## src/rtl/mux_scan_ctrl_if.sv

```systemverilog
// mux_scan_ctrl_if: request, mux-select and scan-result signals of the scan controller
interface mux_scan_ctrl_if;
  logic start;
  logic cont;
  logic y;
  logic s0;
  logic s1;
  logic s2;
  logic busy;
  logic done;
  logic [7:0] data_out;
  modport master (output start, cont, y, input s0, s1, s2, busy, done, data_out);
  modport slave (input start, cont, y, output s0, s1, s2, busy, done, data_out);
endinterface

```

## src/rtl/mux_scan_ctrl.sv

```systemverilog
// mux_scan_ctrl: walks an 8:1 mux select 0..7, lets each value settle, samples y into an 8-bit word
module mux_scan_ctrl #(
  parameter int unsigned SETTLE_CYC = 2
) (
  input logic clk,
  input logic rst_n,
  mux_scan_ctrl_if.slave m
);
  typedef enum logic [1:0] {IDLE, SETTLE, SAMPLE} state_t;
  // With no settle time every select value gets a single cycle, spent entirely in SAMPLE
  localparam state_t ENTRY = (SETTLE_CYC == 0) ? SAMPLE : SETTLE;
  state_t state, state_n;
  logic [3:0] cnt, cnt_n;
  logic [2:0] idx, idx_n;
  logic [7:0] sh, sh_n, data_q, data_n;
  logic done_q, done_n;
  always_ff @(posedge clk or negedge rst_n)
    if (!rst_n) begin
      state <= IDLE;
      cnt <= '0;
      idx <= '0;
      sh <= '0;
      data_q <= '0;
      done_q <= 1'b0;
    end else begin
      state <= state_n;
      cnt <= cnt_n;
      idx <= idx_n;
      sh <= sh_n;
      data_q <= data_n;
      done_q <= done_n;
    end
  always_comb begin
    state_n = state;
    cnt_n = cnt;
    idx_n = idx;
    sh_n = sh;
    data_n = data_q;
    done_n = 1'b0;
    case (state)
      IDLE: begin
        idx_n = '0;
        if (m.start) begin
          state_n = ENTRY;
          cnt_n = '0;
        end
      end
      SETTLE: begin
        cnt_n = cnt + 4'd1;
        if (cnt_n == 4'(SETTLE_CYC)) state_n = SAMPLE;
      end
      SAMPLE: begin
        sh_n[idx] = m.y;
        cnt_n = '0;
        idx_n = idx + 3'd1;
        state_n = ENTRY;
        if (idx == 3'd7) begin
          data_n = sh_n;
          done_n = 1'b1;
          state_n = m.cont ? ENTRY : IDLE;
        end
      end
      default: state_n = IDLE;
    endcase
  end
  assign m.s0 = idx[2];
  assign m.s1 = idx[1];
  assign m.s2 = idx[0];
  assign m.busy = state != IDLE;
  assign m.done = done_q;
  assign m.data_out = data_q;
endmodule

```

## src/flat_wrapper.sv

```systemverilog
// flat-port wrapper written by rule: the top's interface ports become plain ports
module mux_scan_ctrl_flat 
#(
  parameter int unsigned SETTLE_CYC = 2
)
  (clk, rst_n, m_start, m_cont, m_y, m_s0, m_s1, m_s2, m_busy, m_done, m_data_out);
  mux_scan_ctrl_if m_i ();
  input logic clk;
  input logic rst_n;
  input wire logic [$bits(m_i.start)-1:0] m_start;
  input wire logic [$bits(m_i.cont)-1:0] m_cont;
  input wire logic [$bits(m_i.y)-1:0] m_y;
  output wire logic [$bits(m_i.s0)-1:0] m_s0;
  output wire logic [$bits(m_i.s1)-1:0] m_s1;
  output wire logic [$bits(m_i.s2)-1:0] m_s2;
  output wire logic [$bits(m_i.busy)-1:0] m_busy;
  output wire logic [$bits(m_i.done)-1:0] m_done;
  output wire logic [$bits(m_i.data_out)-1:0] m_data_out;
  assign m_i.start = m_start;
  assign m_i.cont = m_cont;
  assign m_i.y = m_y;
  assign m_s0 = m_i.s0;
  assign m_s1 = m_i.s1;
  assign m_s2 = m_i.s2;
  assign m_busy = m_i.busy;
  assign m_done = m_i.done;
  assign m_data_out = m_i.data_out;
  mux_scan_ctrl #(.SETTLE_CYC(SETTLE_CYC)) u_core (.clk(clk), .rst_n(rst_n), .m(m_i));
endmodule
```

## config.mk

```make
export PLATFORM = sky130hd
export DESIGN_NAME = mux_scan_ctrl_flat
export DESIGN_NICKNAME = d
export VERILOG_FILES = /design/src/rtl/mux_scan_ctrl_if.sv /design/src/rtl/mux_scan_ctrl.sv /design/src/flat_wrapper.sv
export SDC_FILE = /design/constraint.sdc
export NUM_CORES = 1
export LEC_CHECK = 0
export ABC_AREA = 1
export ABC_CLOCK_PERIOD_IN_PS = 1700
export CORE_MARGIN = 2
export CORE_UTILIZATION = 50
export CTS_CLUSTER_SIZE = 20
export DETAILED_ROUTE_END_ITERATION = 8
export GPL_TIMING_DRIVEN = 1
export PLACE_DENSITY_LB_ADDON = 0.25
export SYNTH_ARGS = -nofsm -noshare
export SYNTH_HDL_FRONTEND = slang
export SYNTH_SLANG_ARGS = --single-unit
```

## constraint.sdc

```tcl
create_clock -name clk -period 1.7 [get_ports clk]
set_clock_uncertainty 0.2 [all_clocks]
set_input_delay 0.51 -clock clk [delete_from_list [all_inputs] [get_ports clk]]
set_output_delay 0.51 -clock clk [all_outputs]
set_load 0.01 [all_outputs]
```

==> impl_metrics.toml, run 1 <==
[status]
status = "finished clean"

[setup_path]
regToRegStartpoint = "u_core.idx[0]"
slowest_stage = "dfrtp_1"
worstPathRequired_ns = 0.99
endpoint_kind = "output port"
max_stage_delay_ns = 0.42
cp_cell_sequence = "inv_2 -> nand2_2 -> buf_6"
path_max_fanout = 2
crit_path_start_kind = "flip-flop"
crit_start = "u_core.state[0]"
ff2ff_setup_slack_ns = 0.09
cp-endpoint = "m_busy"
r2r_cells = 7
critPathKind = "reg -> out"
critPathArrivalTime_ns = 0.99
timing.rr.end = "u_core.m.data_out[7]"

[clock_tree]
clk_latency_ns = 0.33
cts_buffer_depth = 2
h-tree-depth = 1
cts_sinks = 26
cts_tree = "done"
numCtsBuffers = 3
root_buffer = "clkbuf_4"
path_clk_slew_ns = 0.16

[power]
irDropWorstVdd_mv = 0.9377
p_per_area_mw_per_mm2 = 1388
power_w = 0.002299
p_leak_nw = 0.9028

[floorplan]
coreArea_mm2 = 0.002477
boundaryPins = 18
die_x_um = 55.04
start_util_pct = 52.58
die_area_mm2 = 0.003029
die_y_um = 55.04
rows = 18

[synthesis]
synth-seq-area-share_pct = 49.95
syn-cell-area_mm2 = 0.001302
synthDistinctLibCells = 17
synth_area_leader_cell = "dfrtp_1"
synth_top_area_share_pct = 49.95
synthTopCellsByArea = "dfrtp_1, nand2_1, nand3_1, inv_1, ha_1"
netlist_instances = 165
syn-num-nets = 174
syn_avg_cell_area_um2 = 7.894
yosysWarnings = 0
ys_ff_latch = 26

[cells_and_area]
n_antenna_cell = 0
areaGrowthSynthToFinish_pct = 27.19
nets = 213
drive_above_1_share_pct = 23.15
fill_cells = 217

[placed_design]
gp_congestion = 0.9181
dp_hpwl_mm = 2.177
io_buffers = 17

[route]
drcViolationCount = 0
ant_nets = 0
drt-total-wl_mm = 3.127
met1_length_mm = 1.357
wl_met3_um = 172
vias_per_cell = 5.326
post_drt_wl_per_cell_um = 13.42
dr.pass1.iters = 4
drt_iter0_drc = 49
wl_met2_mm = 1.569
vias = 1241
dr.max_layer_used = "met4"

[worst_hold_path]
holdCritPathClass = "in -> async"

[sta]
final-hold-violation-count = 0
relSlewSlack_pct = 84.60
setup_violations = 0
grt_setup_unrepaired = "yes"
worst_hold_slack_ns = 0.2994
worst_pin_slew_ns = 0.2302
post-route-min-period_ns = 1.697
drv_slew = 0
clock.fmax_mhz = 589.2
finalCritPeriodShare_pct = 99.83

[grt]
grt-ovfl-total = 0
grt_start_max_net_pins = 27
grt_pass1_vias = 1178
grtUsageTotal_pct = 23.63
grt_pass1_wl_mm = 5.078
antenna_found_initial = 0

[job]
cap_violations = 0
==> cells in the mapped netlist <==
cell type,number
o21bai_1,1
nor2_1,2
ha_1,4
nand3b_1,2
buf_4,1
nand4_1,7
nand2_4,1
clkinv_4,1
inv_2,2
nand2_1,69
buf_2,3
dfrtp_1,26
nor2_2,1
inv_1,15
nor2_4,1
o21ai_0,6
nand3_1,23
==> per-stage QoR <==
step	area (µm²)	utilization, %	cells	setup TNS [ns]	setup slack [ns]
5_1_grt	1657	66.87	233	-0.05412	-0.05412
2_1_floorplan	1303	-	165	0	0.2423
3_3_place_gp	1575	63.59	218	-0.005713	-0.004987
4_1_cts	1665	67.22	228	-0.01148	-0.01148
6_report	1657	66.87	233	0	0.002917
3_5_place_dp	1575	63.59	218	-0.2633	-0.07479
==> layer usage <==
layer	track usage (%)	vias up
li1	-	602
met1	29.41	588
met2	40.67	45
met3	4.301	6
met4	8.943	0
met5	0	-
==> critical path, delay by kind of cell, from the launching register on <==
family	cells	cell delay, ns
buffers and inverters	2	0.19
DFF	1	0.42
and+or+nand+nor	1	0.06
==> power by group <==
| part | leakage [nW] | internal (W) | switching [W] |
|---|---|---|---|
| registers | 0.323 | 0.000793 | 0.000119 |
| logic | 0.552 | 0.000413 | 0.000538 |
| clock network | 0.0279 | 0.000239 | 0.000198 |
| total | 0.903 | 0.00144 | 0.000855 |
==> cells by family after synthesis <==
kind of cell	after synthesis	share of synthesized area [%]
simple gates	106	36.02
flops	26	49.95
buf+inv	22	7.301
compound gates	7	2.882
fa+ha+maj	4	3.843
==> final cells by class <==
cell class / instances / area (µm²) / share of cell area, %
clock buffer: 3 / 22.52 / 1.360
timing repair buffer: 38 / 281.5 / 16.99
tap: 30 / 37.54 / 2.266
clock inverter: 1 / 30.03 / 1.813
multi-input combinational: 117 / 561.8 / 33.91
sequential: 26 / 650.6 / 39.27
inverter: 18 / 72.57 / 4.381
==> sequential cells by signal, indices dropped and copies added (netlist names) <==
| signal | count |
|---|---|
| u_core.m.data_out | 8 |
| u_core.m.done | 1 |
| u_core.idx | 3 |
| u_core.cnt | 4 |
| u_core.sh | 8 |
| u_core.state | 2 |
==> placed cells by master, fill, tap and decap left out, types with 2 or more instances in the layout <==
cell / n
nor2_1: 2
inv_1: 14
ha_1: 3
o21ai_0: 6
clkdlybuf4s50_1: 4
dfrtp_1: 26
buf_4: 20
buf_2: 3
nand2_1: 68
inv_2: 3
nand4_1: 7
clkbuf_2: 9
nand3b_1: 2
nand3_1: 23
clkbuf_4: 3
==> how the worst min path moves through the flow <==
stage                       from             to  slack [ns]  cells past startpoint
floorplan                  rst_n  u_core.cnt[0]        0.01                      0
global placement    u_core.sh[6]   u_core.sh[6]        0.26                      2
detailed placement  u_core.sh[6]   u_core.sh[6]        0.26                      2
CTS                 u_core.sh[6]   u_core.sh[6]        0.30                      2
global route               rst_n  u_core.cnt[0]        0.31                      2
finish                     rst_n  u_core.cnt[0]        0.30                      2
==> repair_timing <==
action	4_1_cts	5_1_grt
hold buffers	0	0
gates resized for setup	32	15
endpoints found under the setup margin	13	16
buffers inserted	6	5
No activity file was read; power rests on OpenSTA's default activity.
==> run 2: changes to the inputs <==
Settings changed: ABC_CLOCK_PERIOD_IN_PS 1700 to not set, SETUP_SLACK_MARGIN set to 0.15.
==> run 2 against run 1 <==
Compared with the run above:
- global-route usage rose by 0.43 points
- fmax about the same
- sequential share of layout area shrank 2.8 points
- combinational power up 5.0%
- register-to-register slack better by 0.06 ns
- worst hold slack got worse by 0.0017 ns
- sequential power is essentially flat
- clock power down 1%
- via count up 0.40%
- die area did not move
- largest cell class unchanged
- largest power group unchanged
- highest routed layer unchanged
==> impl_metrics.toml, run 2 (same netlist as run 1, synthesis figures left out) <==
[route]
dr.pass1.iters = 4
met1_length_mm = 1.382
wl_met2_mm = 1.722
dr.max_layer_used = "met4"
drt_iter0_drc = 34
post_drt_wl_per_cell_um = 13.87
drt-total-wl_mm = 3.300
drcViolationCount = 0
ant_nets = 0
wl_met3_um = 158
vias = 1246
vias_per_cell = 5.235

[grt]
grt_pass1_vias = 1191
antenna_found_initial = 0
grt_start_max_net_pins = 27
grtUsageTotal_pct = 24.06
grt-ovfl-total = 0
grt_pass1_wl_mm = 5.168

[clock_tree]
clk_latency_ns = 0.33
h-tree-depth = 1
cts_buffer_depth = 2
path_clk_slew_ns = 0.15
cts_tree = "done"
root_buffer = "clkbuf_4"
hold_buffers = 0
cts_sinks = 26
numCtsBuffers = 3

[setup_path]
path_max_fanout = 2
worstPathRequired_ns = 0.99
critPathBufInv = 2
max_stage_delay_ns = 0.43
slowest_stage = "dfrtp_1"
critPathKind = "reg -> out"
crit_path_start_kind = "flip-flop"
cp_cell_sequence = "inv_2 -> nand2_1 -> buf_2"
path_delay_family = "flip-flops"
endpoint_kind = "output port"
critPathArrivalTime_ns = 0.99

[sta]
final-hold-violation-count = 0
clock.fmax_mhz = 589.5
setup_violations = 0
relSlewSlack_pct = 86.27
worst_pin_slew_ns = 0.2055
drv_slew = 0
post-route-min-period_ns = 1.696
finalCritPeriodShare_pct = 99.79
grt_setup_unrepaired = "yes"

[worst_hold_path]
holdCritPathClass = "reg -> reg"

[job]
cap_violations = 0

[power]
p_per_area_mw_per_mm2 = 1314
irDropWorstVdd_mv = 0.8968
power_w = 0.002345
p_leak_nw = 0.9474

[floorplan]
die_x_um = 55.04
rows = 18
start_util_pct = 52.58
boundaryPins = 18
die_area_mm2 = 0.003029
die_y_um = 55.04
coreArea_mm2 = 0.002477

[cells_and_area]
final_cell_mix = "nand2_1, dfrtp_1, nand3_1"
areaGrowthSynthToFinish_pct = 36.98
final_common_cell = "nand2_1"
drive_above_1_share_pct = 28.37
utilization_pct = 72.02
nets = 218
n_antenna_cell = 0

[placed_design]
dp_hpwl_mm = 2.177
gp_congestion = 0.9181
io_buffers = 17

[status]
status = "finished clean"
-- run 2: changes by cell type in the layout (fill, tap and decap cells not counted), sizes merged --
cell	before	now
clkbuf	12	3
clkinv	1	0
buf	25	39
inv	17	18
-- run 2: per-layer routing --
metal	track usage, %	up-vias
li1	-	613
met1	30.34	592
met2	41.27	36
met3	4.301	5
met4	8.537	0
met5	0	-
-- run 2: worst min-delay path, stage by stage, from the launching register on --
cell     delay (ns)
dfrtp_1        0.37
nand2_1        0.05
nand2_1        0.06
-- run 2: area by class of cell --
cell class                 count  area (µm²)
fill                         185       693.2
multi-input combinational    117       606.8
clock buffer                   3       22.52
tap                           30       37.54
sequential                    26       650.6
inverter                      18       80.08
clock inverter                 1       30.03
timing repair buffer          43       356.6
-- run 2: final timing paths --
path / endpoint / depth (start not counted) / slack (ns) / from
min in group asynchronous: u_core.sh[2] / 2 / 0.31 / rst_n
worst min register to register: u_core.sh[6] / 2 / 0.30 / u_core.sh[6]
worst min-delay path: u_core.sh[6] / 2 / 0.30 / u_core.sh[6]
worst max register to register: u_core.m.data_out[7] / 8 / 0.15 / u_core.state[1]
worst max-delay path: m_busy / 3 / 0.004 / u_core.state[1]
max in group asynchronous: u_core.cnt[3] / 2 / 0.84 / rst_n
-- run 2: report_power, final --
group          internal (W)  total, W  leakage [nW]  switching [W]
Combinational      0.000439  0.000999         0.596       0.000559
Sequential         0.000793  0.000915         0.323       0.000122
Clock              0.000239  0.000431        0.0279       0.000193
-- run 2: metrics by stage --
step / setup WS [ns] / setup TNS (ns) / cells / instance area [µm²] / hold WS [ns]
after floorplan: 0.2423 / 0 / 165 / 1303 / 0.01441
after global placement: -0.004987 / -0.005713 / 218 / 1575 / 0.2566
after detailed placement: -0.07479 / -0.2633 / 218 / 1575 / 0.2638
after CTS: -0.006876 / -0.006876 / 229 / 1638 / 0.2981
after global routing: -0.03964 / -0.03964 / 238 / 1784 / 0.3071
final: 0.003528 / 0 / 238 / 1784 / 0.2976
-- run 2: repair_timing --
item | 4_1_cts | 5_1_grt
buffers inserted | 7 | 9
gates cloned | 0 | 0
gates resized for setup | 57 | 21
setup endpoints to repair | 13 | 29
pin swaps | 2 | 5
